File: src/rtl/p4_router_ingress_port_adapter.sv
// p4_router_ingress_port_adapter: packs narrow AXIS beats into ingress-bus words behind a 2-entry FIFO
module p4_router_ingress_port_adapter #(
  parameter int IN_BYTES  = 8,
  parameter int OUT_BYTES = 64,
  parameter int CNT_WIDTH = 32
) (
  input  logic                   clk,
  input  logic                   areset,
  input  logic                   s_axis_tvalid,
  output logic                   s_axis_tready,
  input  logic [IN_BYTES*8-1:0]  s_axis_tdata,
  input  logic [IN_BYTES-1:0]    s_axis_tkeep,
  input  logic                   s_axis_tlast,
  output logic                   m_axis_tvalid,
  input  logic                   m_axis_tready,
  output logic [OUT_BYTES*8-1:0] m_axis_tdata,
  output logic [OUT_BYTES-1:0]   m_axis_tkeep,
  output logic                   m_axis_tlast,
  output logic [CNT_WIDTH-1:0]   pkt_cnt,
  output logic [CNT_WIDTH-1:0]   proto_err_cnt
);
  localparam int RATIO = OUT_BYTES / IN_BYTES;
  localparam int IW    = RATIO > 1 ? $clog2(RATIO) : 1;
  localparam int LW    = IN_BYTES * 8;

  if (OUT_BYTES % IN_BYTES != 0) begin : g_bad_ratio
    $error("OUT_BYTES must be a multiple of IN_BYTES");
  end

  logic [OUT_BYTES*8-1:0] asm_data, word_data;
  logic [OUT_BYTES-1:0]   asm_keep, word_keep;
  logic [IW-1:0]          idx;
  logic [OUT_BYTES*8-1:0] fd [2];
  logic [OUT_BYTES-1:0]   fk [2];
  logic [1:0]             fl;
  logic                   rd, wr;
  logic [1:0]             count;
  logic                   in_hs, push, pop;

  for (genvar i = 0; i < RATIO; i++) begin : g_lane
    assign word_data[i*LW +: LW]             = idx == IW'(i) ? s_axis_tdata : asm_data[i*LW +: LW];
    assign word_keep[i*IN_BYTES +: IN_BYTES] = idx == IW'(i) ? s_axis_tkeep : asm_keep[i*IN_BYTES +: IN_BYTES];
  end

  // readiness is a plain registered-count compare; a same-cycle pop does not free a slot
  assign s_axis_tready = !areset && count != 2'd2;
  assign in_hs         = s_axis_tvalid && s_axis_tready;
  assign push          = in_hs && (idx == IW'(RATIO - 1) || s_axis_tlast);
  assign pop           = m_axis_tvalid && m_axis_tready;
  assign m_axis_tvalid = count != 2'd0;
  assign m_axis_tdata  = fd[rd];
  assign m_axis_tkeep  = fk[rd];
  assign m_axis_tlast  = fl[rd];

  always_ff @(posedge clk or posedge areset) begin
    if (areset) begin
      asm_data      <= '0;
      asm_keep      <= '0;
      idx           <= '0;
      fd[0]         <= '0;
      fd[1]         <= '0;
      fk[0]         <= '0;
      fk[1]         <= '0;
      fl            <= '0;
      rd            <= 1'b0;
      wr            <= 1'b0;
      count         <= '0;
      pkt_cnt       <= '0;
      proto_err_cnt <= '0;
    end else begin
      if (in_hs) begin
        asm_data <= push ? '0 : word_data;
        asm_keep <= push ? '0 : word_keep;
        idx      <= push ? '0 : idx + IW'(1);
      end
      if (push) begin
        fd[wr] <= word_data;
        fk[wr] <= word_keep;
        fl[wr] <= s_axis_tlast;
        wr     <= ~wr;
      end
      if (pop) rd <= ~rd;
      count <= count + {1'b0, push} - {1'b0, pop};
      if (pop && m_axis_tlast) pkt_cnt <= pkt_cnt + 1'b1;
      if (in_hs && !s_axis_tlast && s_axis_tkeep != '1 && proto_err_cnt != '1)
        proto_err_cnt <= proto_err_cnt + 1'b1;
    end
  end
endmodule
File: config.mk
export PLATFORM = sky130hd
export DESIGN_NAME = p4_router_ingress_port_adapter
export DESIGN_NICKNAME = d
export VERILOG_FILES = /design/src/rtl/p4_router_ingress_port_adapter.sv
export SDC_FILE = /design/constraint.sdc
export NUM_CORES = 2
export LEC_CHECK = 0
export BUFFER_PORTS_ARGS = -buffer_cell sky130_fd_sc_hd__buf_4
export CAP_MARGIN = 30
export CORE_MARGIN = 8
export CORE_UTILIZATION = 45
export CTS_BUF_LIST = sky130_fd_sc_hd__clkbuf_8
export CTS_CLUSTER_SIZE = 14
export DETAILED_ROUTE_END_ITERATION = 8
export GPL_TIMING_DRIVEN = 0
export PLACE_DENSITY_LB_ADDON = 0.12
export SLEW_MARGIN = 30
export SYNTH_ARGS = -nofsm -noshare
export SYNTH_HDL_FRONTEND = slang
export SYNTH_SLANG_ARGS = --single-unit
File: constraint.sdc
create_clock -name clk -period 72.9 [get_ports clk]
set_input_delay 3.645 -clock clk [delete_from_list [all_inputs] [get_ports clk]]
set_output_delay 3.645 -clock clk [all_outputs]
set_load 0.01 [all_outputs]
Word level (Yosys, flattened, before mapping). Cells that the tools add are included.

Reductions and logical operators: 15. Add/subtract/negate cells: 5. Muxes and demuxes: 36. Magnitude comparators: 6. Equality and inequality tests: 10. Bitwise logic cells: 4.

Operators by type and width (number): $mux 512 (5); $bwmux 1024 (1); $mux 64 (13); $demux 512 s1 (1); $bwmux 128 (1); $add 32x1->32 const B (2); $demux 64 s1 (1); $mux 8 (8); $ne 32x32->1 const B (1); $eq 3x3->1 const B (4); $logic_and 1x1->1 (10); $ne 8x8->1 const B (1); $eq 3x2->1 const B (2); $ge 2x2->1 const B (2); $lt 1x2->1 const B (2); $not 1->2 (2); $add 3x1->3 const B (1); $eq 3x1->1 const B (1); $logic_not 3->1 (1); $mux 1 (3); $mux 3 (1); $add 2x1->2 (1); $bwmux 2 (1); $logic_not 1->1 (2); other kinds (8) (9).

Bits in registers: 1801. Output and inout port bits: 643. Word-level logic and storage cells: 89. Bits of input ports: 77.

Logic depth before layout (Yosys ltp).
Depth after elaboration: 6. Mapped depth: 11. Depth with buffers taken out: 10.

Worst setup path before layout. Ideal clock, no wire load.

Path kind: input -> output. Start point: in areset. End point: out s_axis_tready. Buffers on the path: 0. Setup slack: 65.410 ns. Data required time: 69.255 ns. Arrival: 3.845 ns. Cell stages on the path: 1. Path through: nor2_1.

Word-level cells in the longest chain between the ends: 2.

Ends and longest elaborated chain: start: declaration (RTL line 8) `input logic areset,`; $logic_not 1->1 (no source line); $logic_and 1x1->1 (RTL line 46) `assign s_axis_tready = !areset && count != 2'd2;`; end: declaration (RTL line 10) `output logic s_axis_tready,`.

No other way between the ends.

Final worst setup path.
Start point: reg rd. End point: out m_axis_tdata[434].

Word-level cells in the longest chain between the ends: 4.

Ends and longest elaborated chain: start: declaration (RTL line 36) `logic rd, wr;`; start signal: assignment (RTL line 82) `if (pop) rd <= ~rd;`; $not 1->2 (implied by the code) (RTL line 51) `assign m_axis_tdata = fd[rd];`; $mux 512 (implied by the code) (3 in a row) (RTL line 51); end: declaration (RTL line 16) `output logic [OUT_BYTES*8-1:0] m_axis_tdata,`.

No other way between the ends. The select of a mux whose other input is x is not followed.

==> results.json <==
{
  "final-max-slew-violation-count": 0,
  "grt_pass1_vias": 61800,
  "power-per-cell-area_nw_per_um2": 44.4,
  "die_boundary_height_microns": 430,
  "place.gp.congestion": 0.891,
  "max-slew-margin-rel_pct": 31.3,
  "dpl.hpwl_mm": 215,
  "critical-path-slowest-cell": "sky130_fd_sc_hd__clkbuf_1",
  "finalInstanceArea_sq_um": 92100,
  "hold_viol_final": 0,
  "wl_mm": 295,
  "synth-async-reset-ratio_pct": 100,
  "die_w_microns": 430,
  "static_leakage_nw": 44.8,
  "cts_hold_buf": 0,
  "portion_of_synthesized_cell_area_occupied_by_the_leading_cell_type_pct": 58.6,
  "ys_dominant_reg_cell": "sky130_fd_sc_hd__dfrtp_1",
  "timing.critical_path.required_ns": 69.26,
  "worst_hold_slack_ns": 0.471,
  "synth_seq_cells": 1801,
  "avgViaCountPerCell": 5.68,
  "net-switching-power_mw": 1.57,
  "fmax_mhz": 126,
  "die_area_sq_um": 185000,
  "layout_worst_path_cycle_share_pct": 10.9,
  "port_buffers": 655,
  "synth-edff-count": 0,
  "nNetsFinal": 8308,
  "setup_repair_after_global_routing_missed_its_margin": "no",
  "cts.root.buffer_cell": "sky130_fd_sc_hd__clkbuf_8",
  "share_comb_of_total_power_pct": 40.9,
  "path_max_fanout": 10,
  "count_of_fill_cells_added_during_filler_insertion": 15300,
  "core.rowCount": 151,
  "ir_drop_v": 0.0000218,
  "largest_delay_share_family_worst_path": "buffers and inverters",
  "syn-mean-instance-area_sq_um": 10.7,
  "areaGrowthSynthToFinish_pct": 19.6,
  "global_route.overflow_total": 0,
  "ctsHtreeMaxLevel": 5,
  "timing.final.crit_period_ns": 7.94,
  "critical_path.cell_chain": "clkbuf_1 -> clkbuf_2 -> buf_16 -> clkbuf_1 -> mux2_2 -> buf_4",
  "fin_skew_ns": 0.0524,
  "synth.top_cells.by_area": "sky130_fd_sc_hd__dfrtp_1 (59%), sky130_fd_sc_hd__mux2_2 (8.5%), sky130_fd_sc_hd__mux2i_1 (7.5%)",
  "crit_type": "reg2out",
  "global_route_wire_length_before_repair_mm": 426,
  "core_region_area_sq_um": 170000,
  "power_switching_share_pct": 38.3,
  "antenna_found_initial": 23,
  "track_usage_pct": 31.0,
  "finalSetupViolCount": 0,
  "numCtsBuffers": 326,
  "critical_path.startpoint_type": "register",
  "tritoncts_clock_tree": "done",
  "remaining_drc_errors": 0,
  "critPathBufInv": 5,
  "routed_wl_per_cell_microns": 27.6,
  "power_frac_clock_pct": 22.9,
  "timing.critical_path.to_type": "output port",
  "final_cells": 10700,
  "arrival_time_reported_for_the_critical_path_endpoint_ns": 4.30,
  "setup_total_negative_slack_ns": 0,
  "final_antenna_net_count": 0,
  "pre_cts_ws_ns": 65.20,
  "io-pin-count": 720,
  "netlist.top_cell.by_area": "sky130_fd_sc_hd__dfrtp_1",
  "placed_cell_count": 10100,
  "clock-sinks": 1801,
  "synthesis.nets": 7283,
  "yosysSeqAreaShare_pct": 58.6,
  "synth-warning-count": 0,
  "hold_path.class": "reg2reg",
  "initial_standard_cell_utilization_of_the_core_pct": 45.4,
  "synth_most_common_cell": "sky130_fd_sc_hd__dfrtp_1",
  "netlist-cell-type-count": 47,
  "post_dp_cell_area_sq_um": 85800,
  "grt_max_degree": 97,
  "netlist_area_sq_um": 77000,
  "cts_setup_buffers": 0,
  "clkTransAtPathRegs_ns": 0.06,
  "postCtsResizedCells": 0,
  "clk_latency_ns": 1.06,
  "detailroute.via_count": 60700,
  "detail_route.iter0.violations": 5001,
  "internal_portion_of_total_power_mw": 2.52,
  "path_common_cell": "sky130_fd_sc_hd__clkbuf_1",
  "postSynthCellCount": 7196,
  "run_status": "finished, final reports clean",
  "setup_ws_ns": 64.96,
  "clock_path_buffers": 4,
  "drive_gt1_share_pct": 24.4,
  "actual_transition_at_the_worst_max_transition_pin_ns": 1.03,
  "drt_pre_antenna_iters": 7,
  "synth.cells.most_frequent": "sky130_fd_sc_hd__dfrtp_1 (1801), sky130_fd_sc_hd__nand2_1 (1125), sky130_fd_sc_hd__o21ai_0 (937)",
  "critPathMaxStageDelay_ns": 0.73,
  "maxCapViolations": 0,
  "power.sequential.fraction_pct": 36.2
}
-- registers in the layout, indices dropped and copies added (netlist names) --
name           flops
fk               128
fl                 2
wr                 1
proto_err_cnt     32
pkt_cnt           32
asm_keep          64
rd                 1
idx                3
fd              1024
asm_data         512
count              2
-- final timing paths --
check                                    start                   to  slack (ns)  cells after the start
min reg2reg                fd[113]$_DFFE_PP0P_  fd[113]$_DFFE_PP0P_        0.47                      2
min in group asynchronous               areset   fk[40]$_DFFE_PP0P_        2.61                      2
max                             rd$_DFFE_PP0P_    m_axis_tdata[434]       64.96                      6
max in group asynchronous               areset  fd[931]$_DFFE_PP0P_       67.74                      7
max reg2reg                 idx[0]$_DFFE_PP0N_  fd[253]$_DFFE_PP0P_       69.00                     10
min                        fd[113]$_DFFE_PP0P_  fd[113]$_DFFE_PP0P_        0.47                      2
-- per-layer routing --
metal	vias to the layer above	global-route usage, %	part of all wire [%]
li1	26600	-	-
met1	31000	39.4	39
met2	2441	48.8	46
met3	696	5.82	7.1
met4	2	19.4	7.3
met5	-	0	0.0044
-- placed cells by master, fill, tap and decap left out, drive strengths merged, types with 4 or more instances in the layout --
master | netlist | final
bufinv | 0 | 5
ha | 10 | 10
nor2 | 598 | 598
or2 | 7 | 7
nand2b | 5 | 5
xor2 | 35 | 35
nor4 | 10 | 10
a22o | 72 | 72
nand3 | 32 | 32
buf | 356 | 1050
o21ai | 1014 | 1014
and3 | 4 | 4
clkbuf | 218 | 616
dfrtp | 1801 | 1801
nand4 | 12 | 12
mux2i | 577 | 577
mux2 | 580 | 580
nand2 | 1129 | 1129
a21oi | 577 | 577
inv | 13 | 125
diode | 0 | 18
and4 | 6 | 6
o31ai | 4 | 4
nor3 | 22 | 22
xnor2 | 29 | 29
nor2b | 74 | 74
clkinv | 0 | 31
-- cells by family after synthesis --
logic type | count (synthesis) | share of synthesized area (%)
buffers and inverters | 587 | 3.34
flip-flops | 1801 | 58.6
multiplexers | 1157 | 16.0
adder cells (fa/ha/maj) | 10 | 0.163
XOR/XNOR | 64 | 0.728
AND/OR/NAND/NOR | 1909 | 10.0
AO/OA/AOI/OAI | 1668 | 11.2
-- area by class of cell --
type | count | area (sq um) | share of cell area (%)
inverters | 13 | 56.3 | 0.0611
multi-input cells | 4808 | 29400 | 31.9
well taps | 2218 | 2780 | 3.01
repair buffers | 697 | 6010 | 6.52
flip-flops and latches | 1801 | 45100 | 48.9
clock inverters | 151 | 763 | 0.829
diodes | 18 | 45.0 | 0.0489
clock buffers | 395 | 5440 | 5.90
plain buffers | 574 | 2550 | 2.77
-- power groups by stage --
stage / Clock (mW) / Combinational [mW] / Sequential (mW)
2_1_floorplan: 0 / 0.904 / 1.47
4_1_cts: 0.947 / 1.68 / 1.48
3_3_place_gp: 0 / 1.64 / 1.50
6_report: 0.936 / 1.67 / 1.48
3_5_place_dp: 0 / 1.67 / 1.49
5_1_grt: 0.992 / 1.77 / 1.52
-- metrics by stage --
| stage | power (mW) | utilization, % |
|---|---|---|
| after CTS | 4.10 | 54.2 |
| after floorplan | 2.37 | - |
| after global routing | 4.28 | 54.3 |
| final | 4.09 | 54.3 |
| after detailed placement | 3.16 | 50.6 |
| after global placement | 3.14 | 49.9 |
-- worst reg2reg max path, cell delays in order, from the launching register on --
cell	delay (ns)
sky130_fd_sc_hd__dfrtp_1	0.42
sky130_fd_sc_hd__ha_1	0.24
sky130_fd_sc_hd__ha_1	0.19
sky130_fd_sc_hd__nor2_1	0.55
sky130_fd_sc_hd__nor3_2	0.12
sky130_fd_sc_hd__nand2_2	0.33
sky130_fd_sc_hd__buf_2	0.46
sky130_fd_sc_hd__buf_2	0.67
sky130_fd_sc_hd__buf_2	0.62
sky130_fd_sc_hd__nand2_1	0.12
sky130_fd_sc_hd__o21ai_0	0.10
(Power assumes the default switching activity.)
